### src/rtl/misaligned_load_merger.sv
// Load sequencer between the core memory stage and a single-ported word RAM.
// Word-crossing loads take two reads; the words are merged, aligned and extended.
module misaligned_load_merger #(
  parameter int ADDR_W = 10
) (
  input  logic              clk,
  input  logic              rst_n,
  input  logic              req_valid,
  output logic              req_ready,
  input  logic [31:0]       req_addr,
  input  logic [2:0]        req_funct3,
  output logic              mem_re,
  output logic [ADDR_W-1:0] mem_addr,
  input  logic [31:0]       mem_rdata,
  output logic              rsp_valid,
  output logic [31:0]       rsp_data,
  output logic              rsp_split
);

  typedef enum logic [2:0] {
    S_IDLE  = 3'd0,
    S_RD_LO = 3'd1,
    S_RD_HI = 3'd2,
    S_WAIT  = 3'd3,
    S_RESP  = 3'd4
  } state_t;

  state_t            state_q, state_d;
  logic [1:0]        off_q, off_d;
  logic [ADDR_W-1:0] word_q, word_d;
  logic [2:0]        f3_q, f3_d;
  logic              split_q, split_d;
  logic [31:0]       lo_q, lo_d;
  logic              mem_re_q, mem_re_d;
  logic [ADDR_W-1:0] mem_addr_q, mem_addr_d;
  logic              rsp_valid_q, rsp_valid_d;
  logic [31:0]       rsp_data_q, rsp_data_d;
  logic              rsp_split_q, rsp_split_d;

  logic              split_req;
  logic [63:0]       merged;
  logic [63:0]       merged_sh;
  logic [31:0]       result;
  logic              unused_addr_hi;

  assign unused_addr_hi = ^req_addr[31:ADDR_W+2];

  // A load crosses a word only when its last byte lands past byte 3.
  always_comb begin
    split_req = 1'b0;
    case (req_funct3)
      3'b000, 3'b100: split_req = 1'b0;
      3'b001, 3'b101: split_req = (req_addr[1:0] == 2'd3);
      default:        split_req = (req_addr[1:0] != 2'd0);
    endcase
  end

  always_comb begin
    merged    = split_q ? {mem_rdata, lo_q} : {32'h0, mem_rdata};
    merged_sh = merged >> {off_q, 3'b000};
    result    = merged_sh[31:0];
    case (f3_q)
      3'b000:  result = {{24{merged_sh[7]}}, merged_sh[7:0]};
      3'b100:  result = {24'h0, merged_sh[7:0]};
      3'b001:  result = {{16{merged_sh[15]}}, merged_sh[15:0]};
      3'b101:  result = {16'h0, merged_sh[15:0]};
      default: result = merged_sh[31:0];
    endcase
  end

  always_comb begin
    state_d    = state_q;
    off_d      = off_q;
    word_d     = word_q;
    f3_d       = f3_q;
    split_d    = split_q;
    lo_d       = lo_q;
    mem_addr_d = mem_addr_q;
    rsp_data_d = rsp_data_q;
    case (state_q)
      S_IDLE: begin
        if (req_valid) begin
          state_d    = S_RD_LO;
          off_d      = req_addr[1:0];
          word_d     = req_addr[ADDR_W+1:2];
          f3_d       = req_funct3;
          split_d    = split_req;
          mem_addr_d = req_addr[ADDR_W+1:2];
        end
      end
      S_RD_LO: begin
        if (split_q) begin
          state_d    = S_RD_HI;
          mem_addr_d = word_q + 1'b1;
        end else begin
          state_d    = S_WAIT;
        end
      end
      S_RD_HI: begin
        lo_d    = mem_rdata;
        state_d = S_WAIT;
      end
      S_WAIT: begin
        rsp_data_d = result;
        state_d    = S_RESP;
      end
      S_RESP:  state_d = S_IDLE;
      default: state_d = S_IDLE;
    endcase
    // Outputs are registered, so they are decoded from the state being entered.
    mem_re_d    = (state_d == S_RD_LO) || (state_d == S_RD_HI);
    rsp_valid_d = (state_d == S_RESP);
    rsp_split_d = (state_d == S_RESP) && split_q;
  end

  always_ff @(posedge clk or negedge rst_n) begin
    if (!rst_n) begin
      state_q     <= S_IDLE;
      off_q       <= '0;
      word_q      <= '0;
      f3_q        <= '0;
      split_q     <= 1'b0;
      lo_q        <= '0;
      mem_re_q    <= 1'b0;
      mem_addr_q  <= '0;
      rsp_valid_q <= 1'b0;
      rsp_data_q  <= '0;
      rsp_split_q <= 1'b0;
    end else begin
      state_q     <= state_d;
      off_q       <= off_d;
      word_q      <= word_d;
      f3_q        <= f3_d;
      split_q     <= split_d;
      lo_q        <= lo_d;
      mem_re_q    <= mem_re_d;
      mem_addr_q  <= mem_addr_d;
      rsp_valid_q <= rsp_valid_d;
      rsp_data_q  <= rsp_data_d;
      rsp_split_q <= rsp_split_d;
    end
  end

  assign req_ready = (state_q == S_IDLE);
  assign mem_re    = mem_re_q;
  assign mem_addr  = mem_addr_q;
  assign rsp_valid = rsp_valid_q;
  assign rsp_data  = rsp_data_q;
  assign rsp_split = rsp_split_q;

endmodule

### config.mk
export PLATFORM = sky130hd
export DESIGN_NAME = misaligned_load_merger
export DESIGN_NICKNAME = d
export VERILOG_FILES = /design/src/rtl/misaligned_load_merger.sv
export SDC_FILE = /design/constraint.sdc
export NUM_CORES = 1
export LEC_CHECK = 0
export ABC_CLOCK_PERIOD_IN_PS = 2400
export BUFFER_PORTS_ARGS = -buffer_cell sky130_fd_sc_hd__buf_4
export CORE_MARGIN = 2
export CORE_UTILIZATION = 25
export DETAILED_ROUTE_END_ITERATION = 7
export PLACE_DENSITY = 0.54
export RECOVER_POWER = 50
export SKIP_LAST_GASP = 1
export SLEW_MARGIN = 20
export SYNTH_ARGS = -nofsm -noshare
export SYNTH_HDL_FRONTEND = slang
export SYNTH_SLANG_ARGS = --single-unit
### constraint.sdc
create_clock -name clk -period 2.4 [get_ports clk]
set_input_delay 0.12 -clock clk [delete_from_list [all_inputs] [get_ports clk]]
set_output_delay 0.12 -clock clk [all_outputs]
set_load 0.01 [all_outputs]
# Word level (Yosys, flattened, before mapping)
# Cells that the tools add are included.
dict set report op_classes {
  addsub 1
  n_eq_ne 15
  shift 1
  muxes 9
  n_reduce_logical 11
}
# cell count
set ops {}
lappend ops {{32-bit one-hot mux with 4 select lines} 1}
lappend ops {{64-bit 2-to-1 mux} 1}
lappend ops {{64-bit by 5-bit >> shifter with 32-bit output} 1}
lappend ops {{10-bit 2-to-1 mux} 2}
lappend ops {{10-bit one-hot mux with 2 select lines} 1}
lappend ops {{3-bit == test, second input constant} 5}
lappend ops {{3-bit by 1-bit == test with 1-bit output, second input constant} 4}
lappend ops {{3-bit one-hot mux with 4 select lines} 1}
lappend ops {{10-bit by 1-bit adder with 10-bit output, second input constant} 1}
lappend ops {{3-bit by 2-bit == test with 1-bit output, second input constant} 3}
lappend ops {{3-bit zero test} 3}
lappend ops {{2-bit != test, second input constant} 2}
lappend ops {{2-bit nonzero test} 2}
lappend ops {{2-bit OR reduction} 2}
lappend ops {{3-bit 2-to-1 mux} 1}
lappend ops {{3-bit AND reduction} 1}
lappend ops {{2-bit == test, second input constant} 1}
lappend ops {{1-bit one-hot mux with 2 select lines} 1}
lappend ops {{2-bit AND reduction} 1}
lappend ops {{1-bit logical AND} 1}
lappend ops {{1-bit logical OR} 1}
lappend ops {{1-bit 2-to-1 mux} 1}
dict set report word_totals {
  ff_bits 96
  in_bits 70
  output_inout_bits 46
  wordCells 48
}

# Depth between registers and ports, before layout
# Gate-level depths: netlist of run 1.
dict set report depth {
  word_depth 4
  ltp_mapped 8
  ltp_nobuf 5
}

# Worst setup path before layout of run 1
# Ideal clock, no wire load.
dict set report synth_path {
  path_kind {register -> register}
  from {register off_q[0]}
  to {register rsp_data_q[10], in the netlist rsp_data[10]}
  setup_ns 0.077
  arrival_time_ns 1.634
  required_time_ns 2.323
  path_slack_ns 0.689
  path_stages_with_launch 8
  n_path_buf 3
  synth_period_minus_slack_ns 1.711
  cell_sequence {dfrtp_1 -> buf_6 -> buf_12 -> buf_12 -> mux2i_1 -> mux4_2 -> or2_0 -> a21oi_1}
}
dict set report synth_between {
  elab_chain_len 2
}
# element line_no
set synth_lines {}
lappend synth_lines {{start: declaration} 29} ;# logic [1:0] off_q, off_d;
lappend synth_lines {{start signal: assignment} 119} ;# off_q <= '0;
lappend synth_lines {{start signal: assignment} 131} ;# off_q <= off_d;
lappend synth_lines {{64-bit by 5-bit >> shifter with 32-bit output} 60} ;# merged_sh = merged >> {off_q, 3'b000};
lappend synth_lines {{32-bit one-hot mux with 4 select lines} 62} ;# case (f3_q)
lappend synth_lines {{end signal: assignment} 139} ;# rsp_data_q <= rsp_data_d;
lappend synth_lines {{end: declaration} 37} ;# logic [31:0] rsp_data_q, rsp_data_d;
# Every way passes these cells.
# A chain may end at the register's enable or synchronous reset.

# Worst setup path after layout of run 1
dict set report layout_path {
  from {register off_q[0]}
  to {register rsp_data_q[8], in the netlist rsp_data[8]}
}
# Same word-level chain as after synthesis.

==> flow_metrics.tcl, run 1 <==
set metrics [dict create \
    vias 4015 \
    power_density_nw_per_um2 1470 \
    synth.net_count 539 \
    drt_iter0_drc 155 \
    max_slew_margin_pct 23.3 \
    worst-slew-pin-transition_ps 1150 \
    clock_sink_count 96 \
    antenna_violations_before_repair 0 \
    r2r_cells 5 \
    commonest_non_fill_non_tap_cell_in_the_layout "sky130_fd_sc_hd__dfrtp_1" \
    detail_route.wl_per_cell_um 17.1 \
    antenna_cells 0 \
    syn-instance-count 468 \
    grt_pass1_vias 4117 \
    numPlacedInstances 817 \
    grt_use_total_pct 13.2 \
    io_buffers 95 \
    worstHoldStart "req_addr[2]" \
    outcome "finished, final reports clean" \
    route.antenna.remaining_nets 0 \
    clock_buffers_created_by_tritoncts 9 \
    fmax_mhz 470 \
    dp.final_hpwl_um 10500 \
    die_width_um 149 \
    cts_tree "built" \
    ys_seq_area_share_pct 45.4 \
    unrepaired_setup_endpoints_after_global_routing "false" \
    timing_max_transition_violations_final 0 \
    leakage_power_summed_over_all_cells_uw 0.00271 \
    ir_worst_vdd_mv 0.533 \
    synth_flop_cell "sky130_fd_sc_hd__dfrtp_1" \
    cp_data_arrival_time_ps 2400 \
    worst_ep_required_time_ps 2670 \
    tns_ps 0 \
    clock_insertion_delay_worst_skew_ps 350 \
    synth.avg_cell_area_um2 11.3 \
    grt.overflow.total 0 \
    floorplan.io_pins 116 \
    r2r_start "off_q[0]$_DFFE_PN0P_" \
    count_of_nets_after_finishing 632 \
    post_cts_setup_buffer_count 0 \
    edff_count_synth 0 \
    final_cell_mix "95 x sky130_fd_sc_hd__dfrtp_1, 63 x sky130_fd_sc_hd__buf_4, 61 x sky130_fd_sc_hd__mux2i_1, 50 x sky130_fd_sc_hd__nor2_1" \
    endpoint "rsp_data[8]$_DFFE_PN0N_" \
    clk_pin_slew_ps 70 \
    final.setup_skew_ps 10.2 \
    yosysWarningCount 0 \
    worst-setup-path-type "flop to flop" \
    core.rowCount 53 \
    ctsRootBufferMaster "sky130_fd_sc_hd__clkbuf_16" \
    endpoint_kind "flop" \
    min-delay-path-class "primary input to flop" \
    crit_path_launch_type "flop" \
    timing.critical_path.fanout_max 24 \
    weighted_congestion_reported_at_the_end_of_routability_driven_placement 0.864 \
    core-area_um2 20900 \
    instances_no_fill 841 \
    synthToLayoutAreaGrowth_pct 22.7 \
    synth-async-reset-ratio_pct 100 \
    fillerInstances 2181 \
    cts_max_level 3 \
    final_layout_size_suffix_gt1_share_pct 26.7 \
    clk_path_buf_depth 2 \
    max_cap_violations 0 \
    clock_period_minus_worst_slack_ps 2130 \
    yosys_register_bits 96 \
    reg2reg_slack_ps 270 \
    die_area_um2 22300 \
    final_hold_viols 0 \
    worstReg2RegEnd "rsp_data[8]$_DFFE_PN0N_" \
    critPathLaunch "off_q[0]$_DFFE_PN0P_" \
    effective_utilization_at_floorplan_pct 25.3 \
    grt_max_degree 55 \
    viasPerCell 4.77 \
    route.detailed.drc 0 \
    global_route_wire_length_before_repair_um 22900 \
    first_pass_iters 4 \
    yosysUniqueCellTypes 46 \
    finalSetupViolations 0 \
    synthesis.area_um2 5290 \
    wirelength_um 14400 \
    die_h_um 149 \
    min_period_over_period_pct 88.7 \
]
==> Yosys cell counts, types with 3 or more instances <==
cell,number,area share [%]
sky130_fd_sc_hd__nand4_1,3,0.35
sky130_fd_sc_hd__o21ai_0,26,2.5
sky130_fd_sc_hd__nand2_1,14,0.99
sky130_fd_sc_hd__a31oi_1,16,1.9
sky130_fd_sc_hd__mux2i_1,61,12
sky130_fd_sc_hd__buf_2,10,0.95
sky130_fd_sc_hd__nor2_1,50,3.5
sky130_fd_sc_hd__nor3b_1,3,0.43
sky130_fd_sc_hd__inv_1,6,0.43
sky130_fd_sc_hd__dfrtp_1,96,45
sky130_fd_sc_hd__o21a_1,3,0.43
sky130_fd_sc_hd__buf_6,7,1.5
sky130_fd_sc_hd__a21oi_1,15,1.4
sky130_fd_sc_hd__o22ai_1,16,1.9
sky130_fd_sc_hd__nand2b_1,8,0.95
sky130_fd_sc_hd__mux4_2,15,6.4
sky130_fd_sc_hd__xnor2_1,3,0.50
sky130_fd_sc_hd__nand3_1,4,0.38
sky130_fd_sc_hd__mux2_2,46,9.8
sky130_fd_sc_hd__clkbuf_1,18,1.3
sky130_fd_sc_hd__a21o_1,4,0.57
sky130_fd_sc_hd__or3_1,5,0.59
sky130_fd_sc_hd__buf_12,3,1.1
sky130_fd_sc_hd__or2_0,5,0.59
==> worst max-delay path: stages (launching register included) <==
cell and delay [ps]:
sky130_fd_sc_hd__dfrtp_4 630, sky130_fd_sc_hd__buf_4 410, sky130_fd_sc_hd__mux2i_1 170, sky130_fd_sc_hd__mux4_2 490
sky130_fd_sc_hd__or2_0 220, sky130_fd_sc_hd__a21oi_1 140
==> power breakdown <==
part	leakage [uW]	internal, uW	total (uW)	switching [uW]
sequential	0.00112	2460	3190	731
combinational	0.00143	2330	4780	2450
clock	0.000160	942	1560	615
==> what timing repair did <==
| item | CTS | global route |
|---|---|---|
| setup endpoints to repair | 0 | 9 |
| hold endpoints to repair | 49 | 0 |
| hold buffers | 8 | 0 |
| resized for setup | 0 | 1 |
==> cells by family after synthesis <==
logic type	after synthesis	synth area share (%)
fa+ha+maj	1	0.237
flops	96	45.4
simple gates	107	9.94
mux	122	27.7
xor+xnor	3	0.497
buf+inv	44	5.28
compound gates	95	10.9
==> state kept, by name (all words and copies together), names as in the netlist, 2 cells and up <==
name,cells
rsp_data,32
off_q,2
f3_q,3
mem_addr,10
lo_q,32
state_q,3
word_q,10
==> through the flow <==
stage | hold WS, ps | cell area [um2] | power, uW | util [%] | setup slack, ps
finish | 20.8 | 6490 | 9530 | 31.1 | 272
global route | 8.12 | 6490 | 10200 | 31.1 | 70.6
CTS | 1.50 | 6670 | 9940 | 31.9 | 148
detailed placement | 178 | 6270 | 8310 | 30.0 | 153
global placement | 156 | 6270 | 8140 | 30.0 | 257
floorplan | -176 | 5290 | 6690 | - | 689
==> routing by layer <==
layer / GRT usage, % / vias to the layer above / part of all wire, %
met5: 0 / - / 0
met4: 3.62 / 0 / 1.2
met3: 5.03 / 14 / 8.1
met2: 20.3 / 124 / 45
met1: 17.5 / 1968 / 46
li1: - / 1909 / -
==> area by class of cell <==
| type | count | area [um2] | area share [%] |
|---|---|---|---|
| well taps | 275 | 344 | 5.30 |
| clock buffers | 11 | 243 | 3.74 |
| repair buffers | 120 | 774 | 11.9 |
| multi-input cells | 328 | 2620 | 40.4 |
| flip-flops and latches | 96 | 2410 | 37.1 |
| inverters | 6 | 22.5 | 0.347 |
| clock inverters | 5 | 78.8 | 1.21 |
==> worst min path at each step <==
stage | endpoint | cells after the start
global route | f3_q[0]$_DFFE_PN0P_ | 2
floorplan | f3_q[0]$_DFFE_PN0P_ | 0
CTS | lo_q[21]$_DFFE_PN0N_ | 2
global placement | mem_addr[2]$_DFFE_PN0P_ | 1
detailed placement | mem_addr[1]$_DFFE_PN0P_ | 1
finish | word_q[0]$_DFFE_PN0P_ | 2
Note: power is estimated with default switching activity, not from simulation.
==> inputs of run 2 (changes only) <==
Settings changed: REMOVE_ABC_BUFFERS set to 1.
==> run 2 against run 1 <==
Against the previous run: cell area is 1.3% lower; worst setup slack worse by 4.6 ps; non-clock buffer count is 5 lower; critical endpoint is now rsp_data[28]$_DFFE_PN0N_; largest power group unchanged.
==> flow_metrics.tcl, run 2 (synthesis results as in run 1) <==
set metrics [dict create \
    power_density_nw_per_um2 1460 \
    fin_util_pct 30.6 \
    die_area_um2 22300 \
    crit_path_launch_type "flop" \
    cp_data_arrival_time_ps 2320 \
    seqPwrFrac_pct 33.3 \
    antenna_violations_before_repair 0 \
    clock_buffers_created_by_tritoncts 9 \
    post_cts_setup_buffer_count 0 \
    first_pass_iters 4 \
    p_sw_uw 3740 \
    pwr-share-clk_pct 15.6 \
    finalSetupViolations 0 \
    endpoint_kind "flop" \
    cts_max_level 3 \
    final.setup_skew_ps 9.60 \
    weighted_congestion_reported_at_the_end_of_routability_driven_placement 0.789 \
    cts_tree "built" \
    route.detailed.drc 0 \
    grt_use_total_pct 12.8 \
    clock_insertion_delay_worst_skew_ps 350 \
    grt_max_degree 53 \
    core.rowCount 53 \
    effective_utilization_at_floorplan_pct 25.3 \
    dp.final_hpwl_um 10200 \
    fin_worst_hold_slack_ps 14.8 \
    max_slew_margin_pct 11.5 \
    min-delay-path-class "primary input to flop" \
    outcome "finished, final reports clean" \
    clk_path_buf_depth 2 \
    r2r_start "off_q[0]$_DFFE_PN0P_" \
    die_width_um 149 \
    ctsRootBufferMaster "sky130_fd_sc_hd__clkbuf_16" \
    max_cap_violations 0 \
    min_period_over_period_pct 88.9 \
    final_hold_viols 0 \
    commonest_non_fill_non_tap_cell_in_the_layout "sky130_fd_sc_hd__dfrtp_1" \
    power_internal_uw 5590 \
    final_cell_mix "95 x sky130_fd_sc_hd__dfrtp_1, 64 x sky130_fd_sc_hd__buf_4, 61 x sky130_fd_sc_hd__mux2i_1, 50 x sky130_fd_sc_hd__nor2_1, 46 x sky130_fd_sc_hd__mux2_2" \
    detail_route.wl_per_cell_um 17.0 \
    timing_max_transition_violations_final 0 \
    instances_no_fill 835 \
    io_buffers 95 \
    fmax_mhz 469 \
    worst-slew-pin-transition_ps 1330 \
    grt.overflow.total 0 \
    final_layout_size_suffix_gt1_share_pct 27.0 \
    hold_buffers 3 \
    worst-setup-path-type "flop to flop" \
    vias 4004 \
    swShare_pct 40.1 \
    unrepaired_setup_endpoints_after_global_routing "false" \
    grt_pass1_vias 4209 \
    antenna_cells 0 \
    drt_iter0_drc 197 \
    worstHoldStart "req_addr[10]" \
    r2r_cells 4 \
    placedInstanceArea_um2 6260 \
    tns_ps 0 \
    leakage_power_summed_over_all_cells_uw 0.00267 \
    hold-path-endpoint "word_q[8]$_DFFE_PN0P_" \
    floorplan.io_pins 116 \
    timing.critical_path.fanout_max 22 \
    wirelength_um 14200 \
    worstReg2RegEnd "rsp_data[28]$_DFFE_PN0N_" \
    ir_worst_vdd_mv 0.400 \
    route.antenna.remaining_nets 0 \
    synthToLayoutAreaGrowth_pct 21.1 \
    worst_hold_path.num_cells 3 \
    core-area_um2 20900 \
    clock_period_minus_worst_slack_ps 2130 \
    global_route_wire_length_before_repair_um 22100 \
    worst_ep_required_time_ps 2590 \
    layout.cell_area.non_filler_um2 6400 \
    clock_sink_count 96 \
    reg2reg_slack_ps 270 \
    power_frac_comb_pct 51.1 \
    die_h_um 149 \
    clk_pin_slew_ps 70 \
    numPlacedInstances 817 \
    cts_repair_resize_count 0 \
    viasPerCell 4.80 \
    count_of_nets_after_finishing 627 \
]
run 2: cell types whose count changed in the layout (fill, tap and decap cells not counted), sizes merged:
cell | previous run | this run
bufinv | 2 | 1
dlygate4sd3 | 8 | 3
clkbuf | 58 | 57
inv | 7 | 6
clkinv | 2 | 4
run 2: power groups by stage:
| stage | Combinational [uW] | Sequential (uW) | Clock [uW] |
|---|---|---|---|
| after CTS | 5110 | 3130 | 1500 |
| after global placement | 4990 | 3110 | 0 |
| final | 4770 | 3110 | 1450 |
| after floorplan | 3000 | 3410 | 0 |
| after global routing | 5250 | 3220 | 1560 |
| after detailed placement | 5090 | 3150 | 0 |
run 2: metal layers:
metal | global-route usage, % | routed length, um | vias to the layer above
met5 | 0 | 0 | -
li1 | - | - | 1893
met3 | 3.23 | 832 | 22
met4 | 4.90 | 269 | 0
met2 | 21.6 | 7140 | 115
met1 | 15.6 | 5990 | 1974
run 2: layout make-up:
type,count,area (um2)
clock buffer,10,239
clock inverter,5,57.6
fill,2164,14500
inverter,6,22.5
multi-input combinational,328,2620
sequential,96,2410
tap,275,344
timing repair buffer,115,712
run 2: critical path, stage by stage (launching register included):
cell	delay, ps
sky130_fd_sc_hd__dfrtp_4	550
sky130_fd_sc_hd__mux2i_1	240
sky130_fd_sc_hd__mux4_2	330
sky130_fd_sc_hd__o21a_1	680
sky130_fd_sc_hd__a31oi_1	170
run 2: worst max-delay path by stage:
| stage | start | depth (start not counted) | end | slack (ps) |
|---|---|---|---|---|
| 6_report | off_q[0]$_DFFE_PN0P_ | 4 | rsp_data[28]$_DFFE_PN0N_ | 270 |
| 5_1_grt | off_q[0]$_DFFE_PN0P_ | 4 | rsp_data[18]$_DFFE_PN0N_ | 80 |
| 4_1_cts | off_q[0]$_DFFE_PN0P_ | 4 | rsp_data[28]$_DFFE_PN0N_ | 260 |
| 3_5_place_dp | off_q[0]$_DFFE_PN0P_ | 4 | rsp_data[31]$_DFFE_PN0N_ | 260 |
| 3_3_place_gp | off_q[0]$_DFFE_PN0P_ | 4 | rsp_data[21]$_DFFE_PN0N_ | 340 |
| 2_1_floorplan | off_q[0]$_DFFE_PN0P_ | 4 | rsp_data[30]$_DFFE_PN0N_ | -1100 |
run 2: per-stage QoR:
step,setup slack [ps],power [uW]
after floorplan,-1100,6410
after global placement,344,8090
after detailed placement,262,8250
after CTS,263,9750
after global routing,83.3,10000
final,267,9330
==> inputs of run 3 (changes only) <==
Settings changed: ABC_AREA set to 1, MAX_ROUTING_LAYER set to met4.
==> run 3 against run 2 <==
Against the previous run: first-iteration DRC count is 27% higher; sequential share of layout area shrank 1.1 points; largest cell class unchanged; critical endpoint is now rsp_data[8]$_DFFE_PN0N_; clock-buffer cell count is 1 lower.
==> flow_metrics.tcl, run 3 <==
set metrics [dict create \
    worst_ep_required_time_ps 2820 \
    weighted_congestion_reported_at_the_end_of_routability_driven_placement 0.833 \
    yosysUniqueCellTypes 29 \
    crit_path_launch_type "primary input" \
    min-delay-path-class "primary input to flop" \
    yosysWarningCount 0 \
    antenna_violations_before_repair 1 \
    route.antenna.remaining_nets 0 \
    yosys-top-cells-area "sky130_fd_sc_hd__dfrtp_1 44%, sky130_fd_sc_hd__nand2_1 17%, sky130_fd_sc_hd__nand3_1 9.1%, sky130_fd_sc_hd__nor2_1 6.0%, sky130_fd_sc_hd__o21ai_0 4.3%" \
    vias 5136 \
    ctsRootBufferMaster "sky130_fd_sc_hd__clkbuf_16" \
    met3_track_demand_over_resource_in_global_routing_pct 3.86 \
    leakage_power_summed_over_all_cells_uw 0.00315 \
    drt_iter0_drc 251 \
    clock_period_minus_worst_slack_ps 1820 \
    core-area_um2 21200 \
    detail_route.wl_per_cell_um 14.3 \
    layout.cell_area.non_filler_um2 6590 \
    clock_buffers_created_by_tritoncts 9 \
    global_route_wire_length_before_repair_um 25700 \
    clk_pin_slew_ps 70 \
    fmax_mhz 548 \
    grt_util_met2_pct 22.8 \
    die_h_um 151 \
    outcome "finished, final reports clean" \
    placedInstanceArea_um2 6400 \
    globalRoute.busiestLayer "met2" \
    post_cts_setup_buffer_count 0 \
    timing.critical_path.fanout_max 46 \
    timing_max_transition_violations_final 0 \
    final.setup_skew_ps 7.86 \
    effective_utilization_at_floorplan_pct 25.6 \
    clock_insertion_delay_worst_skew_ps 350 \
    most_repeated_cell_in_the_gate_level_netlist_after_synthesis "sky130_fd_sc_hd__nand2_1" \
    commonest_non_fill_non_tap_cell_in_the_layout "sky130_fd_sc_hd__nand2_1" \
    die_area_um2 22900 \
    synthesis.area_um2 5420 \
    worst-slew-pin-transition_ps 1090 \
    grt_pass1_vias 4923 \
    met1_usage_pct 19.5 \
    synthToLayoutAreaGrowth_pct 21.6 \
    worst-setup-path-type "primary input to async pin" \
    finalSetupViolations 0 \
    route.detailed.drc 0 \
    cell_taking_the_most_area_after_synthesis "sky130_fd_sc_hd__dfrtp_1" \
    die_width_um 151 \
    post-place-ws_ps 618 \
    grt.overflow.total 0 \
    grt_use_total_pct 14.9 \
    tns_ps 0 \
    synth.avg_cell_area_um2 7.32 \
    cts_max_level 3 \
    wirelength_um 15900 \
    syn-instance-count 740 \
    final_cell_mix "247 x sky130_fd_sc_hd__nand2_1, 99 x sky130_fd_sc_hd__nand3_1, 95 x sky130_fd_sc_hd__dfrtp_1, 86 x sky130_fd_sc_hd__nor2_1, 63 x sky130_fd_sc_hd__buf_4" \
    clk_path_buf_depth 2 \
    grt_max_degree 58 \
    postLayoutSetupSlackWorst_ps 576 \
    ir_worst_vdd_mv 0.442 \
    power_density_nw_per_um2 1400 \
    yosys_register_bits 96 \
    io_buffers 95 \
    final_layout_size_suffix_gt1_share_pct 13.4 \
    synth_flop_cell "sky130_fd_sc_hd__dfrtp_1" \
    count_of_nets_after_finishing 899 \
    edff_count_synth 0 \
    floorplan.io_pins 116 \
    clock_sink_count 96 \
    dp.final_hpwl_um 10800 \
    endpoint_kind "async pin" \
    max_slew_margin_pct 27.1 \
    synth_top_cell_area_share_pct 44.3 \
    fin_util_pct 31.1 \
    cts_tree "built" \
    netlist_top_cells_count "248 x sky130_fd_sc_hd__nand2_1, 99 x sky130_fd_sc_hd__nand3_1, 96 x sky130_fd_sc_hd__dfrtp_1" \
    core.rowCount 53 \
    unrepaired_setup_endpoints_after_global_routing "false" \
    cts_repair_resize_count 0 \
    first_pass_iters 5 \
    max_cap_violations 0 \
    viasPerCell 4.63 \
    synth-async-reset-ratio_pct 100 \
    final_hold_viols 0 \
    min_period_over_period_pct 76.0 \
    cp_data_arrival_time_ps 2250 \
    ys_seq_area_share_pct 44.3 \
]
run 3: kinds of logic (layout without fill, tap and decap cells):
| kind of cell | count (synthesis) | after routing | synth area share [%] |
|---|---|---|---|
| buffers and inverters | 90 | 183 | 7.94 |
| muxes | 15 | 15 | 3.12 |
| DFF | 96 | 96 | 44.3 |
| adders and majority gates | 1 | 1 | 0.231 |
| xor gates and xnor gates | 4 | 4 | 0.647 |
| AOI/OAI and AO/OA | 88 | 88 | 9.42 |
| other | 0 | 1 | 0 |
| and+or+nand+nor | 446 | 446 | 34.3 |
run 3: power by group:
group / switching, uW / internal, uW / leakage (uW)
sequential: 487 / 2430 / 0.00115
combinational: 3100 / 1710 / 0.00185
clock: 674 / 820 / 0.000147
total: 4260 / 4960 / 0.00315
run 3: worst paths after layout:
kind | start | to | slack (ps) | depth (start not counted)
setup reg to reg | off_q[0]$_DFFE_PN0P_ | rsp_data[29]$_DFFE_PN0N_ | 580 | 8
setup / recovery | rst_n | rsp_data[8]$_DFFE_PN0N_ | 580 | 3
hold reg to reg | rsp_data[12]$_DFFE_PN0N_ | rsp_data[12]$_DFFE_PN0N_ | 480 | 2
min in group asynchronous | rst_n | mem_addr[1]$_DFFE_PN0P_ | 500 | 2
hold / removal | mem_rdata[27] | lo_q[27]$_DFFE_PN0N_ | 10 | 2
max in group clk | off_q[0]$_DFFE_PN0P_ | rsp_data[29]$_DFFE_PN0N_ | 580 | 8
run 3: critical path: stages:
cell                            delay, ps
sky130_fd_sc_hd__dlygate4sd3_1        520
sky130_fd_sc_hd__clkbuf_2             820
sky130_fd_sc_hd__clkbuf_4             770
run 3: stage by stage:
step / power [uW] / hold slack (ps) / cells
6_report: 9220 / 11.9 / 1109
5_1_grt: 10100 / 4.63 / 1109
4_1_cts: 9660 / 0.247 / 1108
3_5_place_dp: 8110 / 167 / 1084
3_3_place_gp: 8030 / 167 / 1084
2_1_floorplan: 6100 / -176 / 696
run 3: what timing repair did:
item,CTS,global route
hold endpoints to repair,46,0
endpoints found under the setup margin,0,0
hold buffers,8,0
run 3: final cells by class:
class                      instances  area [um2]
antenna                            1        2.50
clock buffer                       9         225
inverter                          46         175
timing repair buffer             121         778
fill                            2317       14600
sequential                        96        2400
tap                              275         344
multi-input combinational        554        2580
clock inverter                     7        77.6
run 3: metal layers:
metal	share of wire, %	vias up	routed length [um]
met4	1.5	0	238
met3	6.8	18	1090
li1	-	2583	-
met1	47	2381	7450
met5	0	-	0
met2	45	154	7080
